[src/rtl/bht_resolve_queue.sv]
// In-flight branch tracker between fetch and execute. Holds predicted branches in a
// circular FIFO, trains the BHT on every in-order resolution and raises a redirect
// (with a full flush of younger wrong-path entries) on a target mispredict.
module bht_resolve_queue #(
    parameter int unsigned addr_width = 32,
    parameter int unsigned depth      = 4
) (
    input  logic                    CLK,
    input  logic                    RST,
    input  logic                    ENQ_VALID,
    output logic                    ENQ_READY,
    input  logic [addr_width-1:0]   ENQ_PC,
    input  logic [addr_width-1:0]   ENQ_PRED_TGT,
    input  logic                    RES_VALID,
    output logic                    RES_READY,
    input  logic                    RES_TAKEN,
    input  logic [addr_width-1:0]   RES_TGT,
    output logic                    UPD_WE,
    output logic [addr_width-1:0]   UPD_PC,
    output logic                    UPD_TAKE,
    output logic                    REDIR_VALID,
    output logic [addr_width-1:0]   REDIR_PC,
    output logic [$clog2(depth):0]  COUNT,
    output logic [15:0]             MISP_CNT
);

    localparam int unsigned PtrW = $clog2(depth);
    localparam int unsigned CntW = PtrW + 1;
    localparam logic [CntW-1:0] DepthCnt = CntW'(depth);

    typedef enum logic [0:0] {StRun, StRedirect} state_e;

    state_e                state_q, state_d;
    logic [PtrW-1:0]       head_q, head_d;
    logic [PtrW-1:0]       tail_q, tail_d;
    logic [CntW-1:0]       count_q, count_d;
    logic [15:0]           misp_cnt_q, misp_cnt_d;
    logic                  upd_we_q, upd_we_d;
    logic [addr_width-1:0] upd_pc_q, upd_pc_d;
    logic                  upd_take_q, upd_take_d;
    logic                  redir_valid_q, redir_valid_d;
    logic [addr_width-1:0] redir_pc_q, redir_pc_d;

    logic [addr_width-1:0] pc_mem_q  [depth];
    logic [addr_width-1:0] tgt_mem_q [depth];

    logic enq_fire;
    logic res_fire;
    logic mispredict;
    logic res_ok;
    logic enq_accept;

    // Handshakes: readiness depends only on reset, state and occupancy.
    always_comb begin
        ENQ_READY  = !RST && (state_q == StRun) && (count_q < DepthCnt);
        RES_READY  = !RST && (state_q == StRun) && (count_q != '0);
        enq_fire   = ENQ_VALID && ENQ_READY;
        res_fire   = RES_VALID && RES_READY;
        mispredict = res_fire && (RES_TGT != tgt_mem_q[head_q]);
        res_ok     = res_fire && !mispredict;
        // A same-cycle enqueue during a mispredict is on the wrong path and is dropped.
        enq_accept = enq_fire && !mispredict;
    end

    // Next-state: pointers, occupancy, training/redirect pulses and FSM.
    always_comb begin
        state_d       = state_q;
        head_d        = head_q;
        tail_d        = tail_q;
        count_d       = count_q;
        misp_cnt_d    = misp_cnt_q;
        upd_we_d      = 1'b0;
        upd_pc_d      = upd_pc_q;
        upd_take_d    = upd_take_q;
        redir_valid_d = 1'b0;
        redir_pc_d    = redir_pc_q;

        unique case (state_q)
            StRun:      state_d = StRun;
            StRedirect: state_d = StRun;
            default:    state_d = StRun;
        endcase

        if (res_fire) begin
            upd_we_d   = 1'b1;
            upd_pc_d   = pc_mem_q[head_q];
            upd_take_d = RES_TAKEN;
        end

        if (enq_accept) begin
            tail_d = tail_q + 1'b1;
        end

        if (res_ok) begin
            head_d = head_q + 1'b1;
        end

        unique case ({enq_accept, res_ok})
            2'b10:   count_d = count_q + 1'b1;
            2'b01:   count_d = count_q - 1'b1;
            default: count_d = count_q;
        endcase

        if (mispredict) begin
            head_d        = '0;
            tail_d        = '0;
            count_d       = '0;
            redir_valid_d = 1'b1;
            redir_pc_d    = RES_TGT;
            misp_cnt_d    = misp_cnt_q + 16'd1;
            state_d       = StRedirect;
        end
    end

    // Control and output registers; reset overrides every event.
    always_ff @(posedge CLK) begin
        if (RST) begin
            state_q       <= StRun;
            head_q        <= '0;
            tail_q        <= '0;
            count_q       <= '0;
            misp_cnt_q    <= '0;
            upd_we_q      <= 1'b0;
            upd_pc_q      <= '0;
            upd_take_q    <= 1'b0;
            redir_valid_q <= 1'b0;
            redir_pc_q    <= '0;
        end else begin
            state_q       <= state_d;
            head_q        <= head_d;
            tail_q        <= tail_d;
            count_q       <= count_d;
            misp_cnt_q    <= misp_cnt_d;
            upd_we_q      <= upd_we_d;
            upd_pc_q      <= upd_pc_d;
            upd_take_q    <= upd_take_d;
            redir_valid_q <= redir_valid_d;
            redir_pc_q    <= redir_pc_d;
        end
    end

    // Entry storage; contents are only meaningful between head and tail, so no reset.
    always_ff @(posedge CLK) begin
        if (enq_accept) begin
            pc_mem_q[tail_q]  <= ENQ_PC;
            tgt_mem_q[tail_q] <= ENQ_PRED_TGT;
        end
    end

    assign UPD_WE      = upd_we_q;
    assign UPD_PC      = upd_pc_q;
    assign UPD_TAKE    = upd_take_q;
    assign REDIR_VALID = redir_valid_q;
    assign REDIR_PC    = redir_pc_q;
    assign COUNT       = count_q;
    assign MISP_CNT    = misp_cnt_q;

endmodule

[config.mk]
export PLATFORM = sky130hd
export DESIGN_NAME = bht_resolve_queue
export DESIGN_NICKNAME = d
export VERILOG_FILES = /design/src/rtl/bht_resolve_queue.sv
export SDC_FILE = /design/constraint.sdc
export NUM_CORES = 1
export LEC_CHECK = 0
export CORE_UTILIZATION = 58
export DETAILED_ROUTE_END_ITERATION = 7
export PLACE_DENSITY = 0.88
export SYNTH_ARGS = -nofsm -noshare
export SYNTH_HDL_FRONTEND = slang
export SYNTH_SLANG_ARGS = --single-unit
export TNS_END_PERCENT = 100
[constraint.sdc]
create_clock -name CLK -period 8.9 [get_ports CLK]
set_input_delay 1.78 -clock CLK [delete_from_list [all_inputs] [get_ports CLK]]
set_output_delay 1.78 -clock CLK [all_outputs]
set_load 0.01 [all_outputs]
==> impl_metrics.json <==
{
  "hold_viol": 0,
  "port_buffers": 188,
  "drt_iter0_drc": 534,
  "synth-main-ff-cell": "edfxtp_1",
  "synthAdderAreaFrac_pct": 0.729,
  "synthesis.nets": 914,
  "synthesis.area_mm2": 0.0131,
  "synth_edf_count": 256,
  "die_w_um": 152,
  "m1WireLength_um": 10800,
  "layout.nets": 1102,
  "r2r_slack_ps": 4360,
  "critPathMaxFanout": 83,
  "start_util_pct": 59.4,
  "yosys-mux-area-fraction_pct": 11.7,
  "synthSimpleGateAreaFrac_pct": 6.77,
  "gp_congestion": 0.822,
  "synthArstFlopShare_pct": 0,
  "cts_buffers": 35,
  "cp_num_buf_inv": 5,
  "grt_setup_unrepaired": "no",
  "avgViaCountPerCell": 5.79,
  "slew_headroom_pct": 33.2,
  "crit_chain": "buf_2 -> buf_4 -> nor3_1 -> nand2_2 -> a21oi_4 -> buf_4 -> nor2b_1 -> inv_1 -> ha_1 -> inv_1 -> fa_1 -> xor2_1 -> nor2_1 -> xnor2_1 -> nor2_1",
  "start_kind": "primary input",
  "top_layer": "met4",
  "synth_top_family_by_area": "multiplexers",
  "finalCritPeriodShare_pct": 57.2,
  "routed_wl_um": 27300,
  "clockBufferDepth": 3,
  "synth-xor-area-share_pct": 2.42,
  "clk_latency_ps": 500,
  "crit_family": "simple AND/OR/NAND/NOR gates",
  "path_class": "in -> reg",
  "path_clk_slew_ps": 70,
  "synth.distinct_cells": 39,
  "fin_skew_ps": 18.1,
  "grt_pass1_wl_um": 43000,
  "drive_gt1_share_pct": 13.8,
  "antenna_found_initial": 1,
  "drt-pass1-iter-count": 7,
  "cp_num_cells": 15,
  "grt-ovfl-total": 0,
  "core_area_mm2": 0.0220,
  "grt_start_max_net_pins": 84,
  "end_kind": "flip-flop",
  "die_area_mm2": 0.0231,
  "peakVddDrop_mv": 0.185,
  "cts_resized": 0,
  "tns_ps": 0,
  "die_y_um": 152,
  "placed_area_mm2": 0.0152,
  "worstSetupStartpoint": "RST",
  "ys_ff_latch": 348,
  "power.density_mw_per_mm2": 213,
  "ios": 189,
  "fin_cells": 1301,
  "cp-endpoint": "COUNT[2]",
  "syn_area_per_cell_um2": 16.2,
  "worst_path_max_delay_cell": "buf_4",
  "synthCells": 806,
  "r2r-end": "pc_mem_q[1][8]",
  "hp-class": "reg -> reg",
  "htreeDepth": 2,
  "areaGrowthSynthToFinish_pct": 25.4,
  "ant_nets": 0,
  "postCtsHoldBufs": 0,
  "postLayoutCellArea_mm2": 0.0164,
  "wl_per_cell_um": 21.0,
  "violations": "design-rule violations",
  "p_leak_nw": 5.23,
  "tightest_slew_ps": 1000,
  "nFillCells": 1229,
  "timing.hold.ws_ps": 459,
  "wl_met2_um": 14000,
  "grtUsageTotal_pct": 24.3,
  "finalSetupViolations": 0,
  "dpl.cell_count": 1237,
  "num_rows": 54,
  "postCtsSetupBuffers": 0,
  "fmax_ghz": 0.196,
  "crit_required_ps": 9260,
  "vias": 7537,
  "reg2reg_depth": 9,
  "synth_warnings": 0,
  "maxCapViolations": 0,
  "seq_area_frac_synth_pct": 73.0,
  "fin_util_pct": 74.5,
  "dp_hpwl_um": 16500,
  "met3_length_um": 1520,
  "drc": 18,
  "final_max_slew_viol_count": 0,
  "max_stage_delay_ps": 640,
  "cts_tree": "yes",
  "status": "complete, but fails checks",
  "cts.sinks": 348,
  "grt_pass1_vias": 7862,
  "synth_compound_area_share_pct": 3.56,
  "cts-root-buf": "clkbuf_16",
  "worst_ep_arrival_time_ps": 5460,
  "fin_crit_ps": 5090
}
## worst min-delay path by stage
stage                      start           end  slack (ps)  cells after the start
floorplan           MISP_CNT[15]  MISP_CNT[15]         480                      1
global placement    MISP_CNT[15]  MISP_CNT[15]         440                      1
detailed placement    UPD_PC[11]    UPD_PC[11]         450                      2
CTS                 REDIR_PC[14]  REDIR_PC[14]         460                      2
global route          UPD_PC[24]    UPD_PC[24]         480                      2
finish                UPD_PC[24]    UPD_PC[24]         460                      2
## report_power, final
group	internal, W	switching (W)	total [W]
Combinational	0.0000934	0.0000914	0.000185
Clock	0.000922	0.000583	0.00151
Sequential	0.00178	0.0000151	0.00180
Total	0.00280	0.000690	0.00349
## routing by layer
metal | GRT usage (%) | vias up
li1 | - | 3410
met5 | 0 | -
met4 | 9.91 | 0
met3 | 3.82 | 71
met2 | 41.8 | 276
met1 | 31.2 | 3780
## state kept, by name, indices dropped and copies added, names as in the netlist, named ones only
register	count
UPD_PC	32
UPD_TAKE	1
REDIR_VALID	1
COUNT	3
tgt_mem_q	128
UPD_WE	1
head_q	2
MISP_CNT	16
pc_mem_q	128
tail_q	2
REDIR_PC	32
## worst register-to-register path: cells and delay by family (launching register included)
family                    cells  cell delay [ps]
and+or+nand+nor               4             1990
buffers and inverters         2              920
muxes                         1              650
DFF                           1              310
xor gates and xnor gates      1              170
AOI/OAI and AO/OA             1               90
## stage by stage
step	power, W	worst slack, ps
after floorplan	0.00190	4100
after global placement	0.00201	3510
after detailed placement	0.00201	3350
after CTS	0.00350	3840
after global routing	0.00359	3440
final	0.00349	3810
## placed cells by master (no fill, tap or decap), types with 9 or more instances in the layout
cell / Yosys / routed
o21ai_0: 34 / 34
nand2_1: 145 / 144
clkbuf_8: 0 / 9
nor2_1: 10 / 10
inv_1: 11 / 11
xnor2_1: 34 / 34
dfxtp_1: 92 / 89
clkbuf_16: 0 / 37
mux4_2: 64 / 64
edfxtp_1: 256 / 256
nand4_1: 14 / 14
clkdlybuf4s50_1: 0 / 187
a21oi_1: 43 / 42
## cell families after synthesis
| group | after synthesis |
|---|---|
| mux | 72 |
| xor+xnor | 36 |
| simple gates | 201 |
| buf+inv | 55 |
| fa+ha+maj | 7 |
| flops | 348 |
| compound gates | 87 |
## cell type report
type / instances / area [um2] / area share (%)
clock inverters: 11 / 136 / 0.833
multi-input cells: 403 / 3310 / 20.2
repair buffers: 194 / 1920 / 11.7
inverters: 12 / 45.0 / 0.275
flip-flops and latches: 348 / 9530 / 58.2
diodes: 1 / 2.50 / 0.0153
well taps: 280 / 350 / 2.14
clock buffers: 52 / 1070 / 6.55
## synth_stat cells (3+ instances only)
cell type  count  share of area, %
inv_1         11              0.32
and2_1         8              0.38
nor2_1        10              0.29
edfxtp_1     256                59
xnor2_1       34               2.3
nand3_1        3              0.12
ha_1           6              0.58
buf_1          7              0.20
mux2i_1        6              0.46
a21oi_1       43               1.6
nand2_1      145               4.2
buf_6          3              0.26
dfxtp_1       92                14
nor3_1         3              0.12
nand4_1       14              0.67
o21ai_0       34               1.3
buf_2          5              0.19
nor2b_1        3              0.14
clkbuf_1      27              0.78
and3_1         6              0.29
mux4_2        64                11
a31o_1         3              0.20
(Power assumes the default switching activity.)
